$ cat src/rtl/fault_campaign_ctrl.sv
// ---------------------------------------------------------------------------
// fault_campaign_ctrl
//
// Sequencer for a stuck-at fault campaign on an N_IN-input OR gate. It drives
// one pattern bus shared by an external golden gate and an external faulty
// gate. It injects each single stuck-at fault in turn and sweeps the input
// patterns. It compares the two gate outputs and hands one result record per
// fault out through a valid/ready interface.
//
// Fault index f runs 0..NUM_FAULTS-1. Site is f>>1 (0..N_IN-1 = input i,
// N_IN = gate output) and the stuck value is f[0].
//
// Ports:
//   clk        rising-edge clock
//   rst        synchronous active-high reset
//   start      campaign start request (only looked at while idle)
//   busy       high while a campaign is in progress (SETUP..REPORT)
//   done       one-cycle pulse at the end of a campaign
//   pat        pattern to both gate instances, pat[i] drives input i
//   flt_en     fault injection enable for the faulty instance
//   flt_site   injected fault site
//   flt_val    injected stuck value (0 = SA0, 1 = SA1)
//   good_o     golden gate output
//   bad_o      faulty gate output
//   res_valid  result record valid
//   res_ready  result record accepted
//   res_fault  fault index of the record
//   res_det    fault was detected
//   res_pat    first detecting pattern (0 if undetected)
//   res_cnt    number of detecting patterns
//   det_total  running count of detected faults in this campaign
//
// Optional build macro:
//   FAULT_DROP_EN - stop a fault's sweep at its first mismatch (fault
//                   dropping); detected faults then report res_cnt = 1.
// ---------------------------------------------------------------------------
module fault_campaign_ctrl #(
   parameter  int N_IN       = 2,
   localparam int SITE_W     = $clog2(N_IN + 1),
   localparam int NUM_FAULTS = 2 * (N_IN + 1),
   localparam int FLT_W      = $clog2(NUM_FAULTS)
) (
   input  logic              clk,
   input  logic              rst,
   input  logic              start,
   output logic              busy,
   output logic              done,
   output logic [N_IN-1:0]   pat,
   output logic              flt_en,
   output logic [SITE_W-1:0] flt_site,
   output logic              flt_val,
   input  logic              good_o,
   input  logic              bad_o,
   output logic              res_valid,
   input  logic              res_ready,
   output logic [FLT_W-1:0]  res_fault,
   output logic              res_det,
   output logic [N_IN-1:0]   res_pat,
   output logic [N_IN:0]     res_cnt,
   output logic [FLT_W:0]    det_total
);

   typedef enum logic [2:0] {
      S_IDLE,
      S_SETUP,
      S_APPLY,
      S_SAMPLE,
      S_REPORT,
      S_DONE
   } state_t;

   state_t             state;
   state_t             state_nxt;

   logic [FLT_W-1:0]   fault_idx;
   logic [N_IN-1:0]    pat_r;
   logic               det_r;
   logic [N_IN-1:0]    first_pat_r;
   logic [N_IN:0]      cnt_r;
   logic [FLT_W:0]     det_total_r;

   logic               mism;
   logic               last_pat;
   logic               last_fault;
   logic               handshake;
   logic               sweep_end;

   assign mism       = good_o ^ bad_o;
   assign last_pat   = &pat_r;
   assign last_fault = (fault_idx == FLT_W'(NUM_FAULTS - 1));
   assign handshake  = (state == S_REPORT) && res_ready;

   // The sweep for the current fault normally ends on the all-ones pattern,
   // so the pattern counter never wraps. With fault dropping, the first
   // mismatch also ends it.
`ifdef FAULT_DROP_EN
   assign sweep_end = last_pat || mism;
`else
   assign sweep_end = last_pat;
`endif

   // State register. Reset is synchronous, so a reset mid-campaign drops
   // back to IDLE on the next edge without producing a partial result.
   always_ff @(posedge clk) begin
      if (rst) begin
         state <= S_IDLE;
      end else begin
         state <= state_nxt;
      end
   end

   // Next-state logic. Each pattern costs an APPLY (settle) cycle and a
   // SAMPLE cycle. REPORT waits for the consumer before moving on.
   always_comb begin
      state_nxt = state;
      unique case (state)
         S_IDLE:   if (start) state_nxt = S_SETUP;
         S_SETUP:  state_nxt = S_APPLY;
         S_APPLY:  state_nxt = S_SAMPLE;
         S_SAMPLE: state_nxt = sweep_end ? S_REPORT : S_APPLY;
         S_REPORT: begin
            if (res_ready) begin
               state_nxt = last_fault ? S_DONE : S_SETUP;
            end
         end
         S_DONE:   state_nxt = S_IDLE;
         default:  state_nxt = S_IDLE;
      endcase
   end

   // Datapath registers. The per-fault result registers and the pattern are
   // cleared on every transition into SETUP, so they are already zero during
   // the SETUP cycle. det_total is cleared on start and otherwise holds
   // after DONE until the next campaign.
   always_ff @(posedge clk) begin
      if (rst) begin
         fault_idx   <= '0;
         pat_r       <= '0;
         det_r       <= 1'b0;
         first_pat_r <= '0;
         cnt_r       <= '0;
         det_total_r <= '0;
      end else begin
         unique case (state)
            S_IDLE: begin
               if (start) begin
                  fault_idx   <= '0;
                  det_total_r <= '0;
                  pat_r       <= '0;
                  det_r       <= 1'b0;
                  first_pat_r <= '0;
                  cnt_r       <= '0;
               end
            end
            S_SAMPLE: begin
               if (mism) begin
                  cnt_r <= cnt_r + (N_IN + 1)'(1);
                  if (!det_r) begin
                     det_r       <= 1'b1;
                     first_pat_r <= pat_r;
                  end
               end
               if (!sweep_end) begin
                  pat_r <= pat_r + N_IN'(1);
               end
            end
            S_REPORT: begin
               if (handshake) begin
                  det_total_r <= det_total_r + (FLT_W + 1)'(det_r);
                  if (!last_fault) begin
                     fault_idx   <= fault_idx + FLT_W'(1);
                     pat_r       <= '0;
                     det_r       <= 1'b0;
                     first_pat_r <= '0;
                     cnt_r       <= '0;
                  end
               end
            end
            default: begin
            end
         endcase
      end
   end

   // Control outputs are pure functions of the state.
   always_comb begin
      busy      = 1'b0;
      flt_en    = 1'b0;
      done      = 1'b0;
      res_valid = 1'b0;
      unique case (state)
         S_SETUP, S_APPLY, S_SAMPLE: begin
            busy   = 1'b1;
            flt_en = 1'b1;
         end
         S_REPORT: begin
            busy      = 1'b1;
            flt_en    = 1'b1;
            res_valid = 1'b1;
         end
         S_DONE:  done = 1'b1;
         default: begin
         end
      endcase
   end

   // Data outputs are forced to zero outside the states that own them. This
   // keeps the pattern bus and fault port quiet while idle or done, and it
   // keeps the result fields at zero whenever res_valid is low.
   assign pat       = flt_en ? pat_r : '0;
   assign flt_site  = flt_en ? fault_idx[FLT_W-1:1] : '0;
   assign flt_val   = flt_en ? fault_idx[0] : 1'b0;
   assign res_fault = res_valid ? fault_idx : '0;
   assign res_det   = res_valid ? det_r : 1'b0;
   assign res_pat   = res_valid ? first_pat_r : '0;
   assign res_cnt   = res_valid ? cnt_r : '0;
   assign det_total = det_total_r;

endmodule
$ cat config.mk
export PLATFORM = sky130hd
export DESIGN_NAME = fault_campaign_ctrl
export DESIGN_NICKNAME = d
export VERILOG_FILES = /design/src/rtl/fault_campaign_ctrl.sv
export SDC_FILE = /design/constraint.sdc
export NUM_CORES = 1
export LEC_CHECK = 0
export CAP_MARGIN = 20
export CELL_PAD_IN_SITES_DETAIL_PLACEMENT = 1
export CELL_PAD_IN_SITES_GLOBAL_PLACEMENT = 2
export CORE_AREA = 3 3 64 66
export CTS_CLUSTER_SIZE = 14
export DETAILED_ROUTE_END_ITERATION = 10
export DIE_AREA = 0 0 67 69
export PLACE_DENSITY_LB_ADDON = 0.1
export SYNTH_ARGS = -nofsm -noshare
export SYNTH_HDL_FRONTEND = slang
export SYNTH_SLANG_ARGS = --single-unit
$ cat constraint.sdc
create_clock -name clk -period 4.31 [get_ports clk]
set_input_delay 0.431 -clock clk [delete_from_list [all_inputs] [get_ports clk]]
set_output_delay 0.431 -clock clk [all_outputs]
set_load 0.05 [all_outputs]
==> flow_summary.json, run 1 <==
{
  "cp_slowest_cell": "clkdlybuf4s50_1",
  "wire_per_inst_um": 14.52,
  "setup_viol": 0,
  "synth_top_area_share": 0.3521,
  "outcome": "completed",
  "multi_input_area_um2": 606.8,
  "htree_levels": 1,
  "dp.cells": 191,
  "root_buffer": "clkbuf_8",
  "syn-num-nets": 136,
  "use_met2": 0.1932,
  "pwr_density_cell_nw_per_um2": 251.5,
  "power_frac_clock": 0.354,
  "die_y_um": 69,
  "cp.arrival_ns": 2.39,
  "report.final.slew_viol_count": 0,
  "core_um2": 3633,
  "post_cts_buffers": 0,
  "relSlewSlack": 0.5003,
  "hold_class": "reg2reg",
  "antenna_cells": 0,
  "cts.clk_slew.worst_paths_ns": 0.07,
  "synthFlopType": "dfxtp_1",
  "grt_pass1_wl_mm": 4.698,
  "drive_gt1_frac": 0.04795,
  "p_int_uw": 247.7,
  "worst_pin_slew_ns": 0.7472,
  "cp_slowest_stage_delay_ns": 0.83,
  "initial_utilization": 0.2817,
  "grt_overflow": 0,
  "clockBufferDepth": 2,
  "grt-busiest-layer": "met2",
  "cap_violations": 0,
  "fmax_mhz": 354.1,
  "hold_buffers": 0,
  "syn_avg_cell_area_um2": 8.254,
  "grt_util_met1": 0.1843,
  "fin_crit_sh": 0.6552,
  "dp_hpwl_mm": 2.064,
  "cts_tree": "yes",
  "worst_slack_ns": 1.486,
  "yosys-top-cells-area": "dfxtp_1 (35%), ha_1 (7.3%), a21oi_1 (5.9%), and3_1 (5.5%), o21ai_0 (3.9%)",
  "ys.warnings.count": 0,
  "grt_pass1_vias": 940,
  "p_comb_frac": 0.144,
  "synth_edf_count": 0,
  "r2r_setup_slack_ns": 2.16,
  "synth_largest_area_cell": "dfxtp_1",
  "end_kind": "output pin",
  "rsz0062_at_grt": "no",
  "vias_per_cell": 5.119,
  "drt-total-wl_mm": 2.816,
  "leakage_uw": 0.0005039,
  "place.gp.congestion": 0.7293,
  "register_area_um2": 360.3,
  "syn_area_um2": 1023,
  "worstSetupPathType": "reg2out",
  "final_common_cell": "clkdlybuf4s50_1",
  "yosysUniqueCellTypes": 33,
  "min_period_ns": 2.824,
  "die_w_um": 67,
  "power_switching_uw": 94.58,
  "finalNonFillerCells": 194,
  "antenna_found_initial": 0,
  "synth_cells": 124,
  "ant_nets": 0,
  "required_ns": 3.88,
  "numCtsBuffers": 3,
  "grt_max_degree": 19,
  "startpoint_type": "flop",
  "final-hold-violation-count": 0,
  "drc": 0,
  "crit_path_max_fanout": 15,
  "peakVddDrop_mv": 0.1050,
  "drtPass1Iterations": 2,
  "seqPwrFrac": 0.503,
  "finalClockSkew_ns": 0.0009865,
  "num_rows": 22,
  "fillCellCount": 452,
  "track_usage": 0.1306,
  "detailroute.via_count": 993,
  "first_iter_violations": 14,
  "nets": 160,
  "dp_slack_ns": 1.773,
  "met3_usage": 0.02606,
  "clock-sinks": 18,
  "path_cells": "or3b_1, inv_1, clkdlybuf4s50_1",
  "area_growth_pct": 33.01,
  "num_io_pins": 28,
  "dieArea_um2": 4623,
  "layout_common_cells": "clkdlybuf4s50_1 (27), dfxtp_1 (18), a21oi_1 (12)",
  "async_reset_ff_frac": 0,
  "ys_seq_area_frac": 0.3521,
  "fin_setup_tns_ns": 0,
  "cts_resized": 0,
  "ys_seq_elements": 18,
  "port-buffer-count": 27,
  "clk_latency_ns": 0.25,
  "switching_share": 0.2763
}
per-stage QoR:
stage | hold slack (ns) | total power [µW] | area, µm² | util
floorplan | 0.4526 | 207.5 | 1023 | -
global placement | 0.4818 | 225.2 | 1320 | 0.3633
detailed placement | 0.4832 | 225.7 | 1320 | 0.3633
CTS | 0.4944 | 349.1 | 1361 | 0.3747
global route | 0.5108 | 358.2 | 1361 | 0.3747
finish | 0.4896 | 342.3 | 1361 | 0.3747
Yosys cell counts, types with 2 or more instances:
cell type,instances
o21ai_0,8
nor3_1,2
clkbuf_1,4
a211oi_1,3
or4_1,2
xor2_1,3
and2_1,5
nand2_1,6
a22oi_1,2
nor2_1,9
and3_1,9
mux2_2,2
dfxtp_1,18
nand3b_1,3
buf_2,3
ha_1,6
nand3_1,5
a32oi_1,2
a21oi_1,12
xnor2_1,4
inv_1,4
layout make-up:
cell class / instances / share of cell area
clock buffers: 3 / 0.03033
inverters: 4 / 0.01103
multi-input cells: 93 / 0.4458
flip-flops and latches: 18 / 0.2647
well taps: 48 / 0.04412
repair buffers: 28 / 0.2040
path summary, 6_finish.rpt:
| path | startpoint | endpoint | depth (start not counted) |
|---|---|---|---|
| worst max-delay path | state[2]$_SDFFE_PP0P_ | res_valid | 3 |
| worst max register to register | state[2]$_SDFFE_PP0P_ | first_pat_r[0]$_SDFFE_PP0P_ | 4 |
| worst min-delay path | first_pat_r[1]$_SDFFE_PP0P_ | first_pat_r[1]$_SDFFE_PP0P_ | 2 |
| worst min register to register | first_pat_r[1]$_SDFFE_PP0P_ | first_pat_r[1]$_SDFFE_PP0P_ | 2 |
metal layers:
layer | share of wire | wire length [µm] | vias up
li1 | - | - | 488
met4 | 0.012 | 34 | 0
met3 | 0.030 | 84 | 4
met5 | 0 | 0 | -
met1 | 0.50 | 1417 | 482
met2 | 0.45 | 1280 | 19
registers in the layout, indices dropped and copies added, names as in the netlist:
signal,flops
cnt_r,3
det_r,1
det_total,4
fault_idx,3
first_pat_r,2
pat_r,2
state,3
power by group through the flow:
stage | Sequential (µW) | Clock, µW | Combinational (µW)
final | 172 | 121 | 49.2
after global routing | 173 | 132 | 53.2
after CTS | 172 | 127 | 49.6
after detailed placement | 176 | 0 | 49.6
after global placement | 176 | 0 | 49.2
after floorplan | 175 | 0 | 32.8
cells by family (layout without fill, tap and decap cells):
group	Yosys count	count (layout)	share of synthesized area
AND/OR/NAND/NOR	47	47	0.2543
XOR/XNOR	7	7	0.05990
AO/OA/AOI/OAI	30	30	0.1736
buffers and inverters	13	35	0.05500
multiplexers	3	3	0.03178
adder cells (fa/ha/maj)	6	6	0.07335
flip-flops	18	18	0.3521
worst max-delay path, delay by kind of cell, from the launching register on:
family        cells  cell delay (ns)
simple gates      1             0.50
flops             1             0.61
buf+inv           2             1.02
Note: power is estimated with default switching activity, not from simulation.
==> run 2, diff against run 1 <==
--- a/config.mk
+++ b/config.mk
@@ -8,10 +8,10 @@
 export CAP_MARGIN = 20
 export CELL_PAD_IN_SITES_DETAIL_PLACEMENT = 1
 export CELL_PAD_IN_SITES_GLOBAL_PLACEMENT = 2
-export CORE_AREA = 3 3 64 66
+export CORE_AREA = 3 3 70 72
 export CTS_CLUSTER_SIZE = 14
 export DETAILED_ROUTE_END_ITERATION = 10
-export DIE_AREA = 0 0 67 69
+export DIE_AREA = 0 0 73 75
 export PLACE_DENSITY_LB_ADDON = 0.1
 export SYNTH_ARGS = -nofsm -noshare
 export SYNTH_HDL_FRONTEND = slang
==> constraint.sdc (replaced) <==
create_clock -name clk -period 2.45 [get_ports clk]
set_input_delay 0.245 -clock clk [delete_from_list [all_inputs] [get_ports clk]]
set_output_delay 0.245 -clock clk [all_outputs]
set_load 0.05 [all_outputs]
==> flow_summary.json, run 2 (synthesis gave the netlist of run 1 again) <==
{
  "grt_pass1_wl_mm": 5.230,
  "leakage_uw": 0.0005923,
  "hold_class": "reg2reg",
  "p_comb_frac": 0.166,
  "fin_crit_sh": 0.8903,
  "layout_common_cells": "dfxtp_1 (18), buf_4 (14), a21oi_1 (12)",
  "cts_tree": "yes",
  "root_buffer": "clkbuf_8",
  "fmax_mhz": 458.5,
  "core_um2": 4354,
  "setup_viol": 0,
  "relSlewSlack": 0.4371,
  "final_common_cell": "dfxtp_1",
  "clk_latency_ns": 0.26,
  "p_int_uw": 449.4,
  "cap_violations": 0,
  "nets": 163,
  "end_kind": "output pin",
  "port-buffer-count": 27,
  "post_cts_buffers": 0,
  "drive_gt1_frac": 0.1812,
  "cp.arrival_ns": 1.94,
  "place_area_um2": 1393,
  "drtPass1Iterations": 4,
  "switching_share": 0.2790,
  "dp_hpwl_mm": 2.298,
  "clockBufferDepth": 2,
  "cts_resized": 0,
  "detailroute.via_count": 984,
  "place.gp.congestion": 0.7417,
  "grt_pass1_vias": 1056,
  "drt-total-wl_mm": 3.044,
  "num_io_pins": 28,
  "numCtsBuffers": 3,
  "final_cell_area_um2": 1436,
  "ff2ff_path_depth": 3,
  "ant_nets": 0,
  "peakVddDrop_mv": 0.2103,
  "area_growth_pct": 40.34,
  "antenna_cells": 0,
  "hold_buffers": 0,
  "worstSetupPathType": "reg2out",
  "startpoint_type": "flop",
  "min_period_ns": 2.181,
  "hold_depth": 2,
  "track_usage": 0.1227,
  "largest_register_ffs": 4,
  "pwr_density_cell_nw_per_um2": 433.9,
  "final-hold-violation-count": 0,
  "antenna_found_initial": 0,
  "rsz0062_at_grt": "no",
  "first_iter_violations": 28,
  "fin_setup_tns_ns": 0,
  "power_frac_clock": 0.348,
  "required_ns": 2.20,
  "wire_per_inst_um": 15.14,
  "report.final.slew_viol_count": 0,
  "worst_pin_slew_ns": 0.8383,
  "seqPwrFrac": 0.485,
  "dieArea_um2": 5475,
  "clock-sinks": 18,
  "initial_utilization": 0.2351,
  "crit_path_max_fanout": 8,
  "die_y_um": 75,
  "htree_levels": 1,
  "outcome": "completed",
  "num_rows": 24,
  "finalClockSkew_ns": 0.006668,
  "cts.clk_slew.worst_paths_ns": 0.08,
  "power_switching_uw": 173.9,
  "die_w_um": 73,
  "vias_per_cell": 4.896,
  "drc": 0,
  "grt_max_degree": 19,
  "grt_overflow": 0
}
==> run 2: changes by cell type in the layout (fill, tap and decap cells not counted), sizes merged <==
cell and change:
buf +20, dlymetal6s2s +1, clkdlybuf4s50 -18
==> run 2: power groups by stage <==
stage	clock network, µW	logic [µW]	registers (µW)
2_1_floorplan	0	57.7	307
3_3_place_gp	0	104	309
3_5_place_dp	0	105	309
4_1_cts	228	105	302
5_1_grt	245	113	304
6_report	217	104	303
==> run 2: critical path: stages (launching register included) <==
cell,delay [ns]
dfxtp_1,0.45
nor2_1,0.13
xnor2_1,0.68
and2_1,0.28
buf_12,0.15
==> run 2: stage by stage <==
step | total power [µW] | instances | utilization | setup WS, ns | hold WS [ns]
6_report | 623.3 | 201 | 0.3299 | 0.2688 | 0.4913
5_1_grt | 662.3 | 201 | 0.3299 | 0.07182 | 0.5346
4_1_cts | 635.4 | 201 | 0.3293 | 0.1297 | 0.4959
3_5_place_dp | 414.1 | 198 | 0.3198 | 0.4473 | 0.4848
3_3_place_gp | 412.4 | 198 | 0.3198 | 0.5018 | 0.4807
2_1_floorplan | 365.0 | 124 | - | 0.1587 | 0.4161
==> run 2: worst paths after layout <==
| check | slack, ns | endpoint | from |
|---|---|---|---|
| worst min register to register | 0.49 | first_pat_r[1]$_SDFFE_PP0P_ | first_pat_r[1]$_SDFFE_PP0P_ |
| worst max-delay path | 0.27 | flt_site[1] | state[1]$_SDFFE_PP0P_ |
| worst min-delay path | 0.49 | first_pat_r[1]$_SDFFE_PP0P_ | first_pat_r[1]$_SDFFE_PP0P_ |
| worst max register to register | 0.53 | fault_idx[1]$_SDFFE_PP0P_ | state[2]$_SDFFE_PP0P_ |
==> run 2: cell type report <==
class                      count  area (µm²)
timing repair buffer          31       347.8
fill                         519        2918
multi-input combinational     93       606.8
sequential                    18       360.3
tap                           52       65.06
inverter                       4       15.01
clock buffer                   3       41.29
==> run 2: per-layer routing <==
layer	GRT usage	share of wire	vias up	wire, µm
met5	0	0	-	0
met4	0.02459	0.0049	0	15
met3	0.03471	0.047	2	143
met2	0.2036	0.46	21	1393
met1	0.1595	0.49	468	1492
li1	-	-	493	-
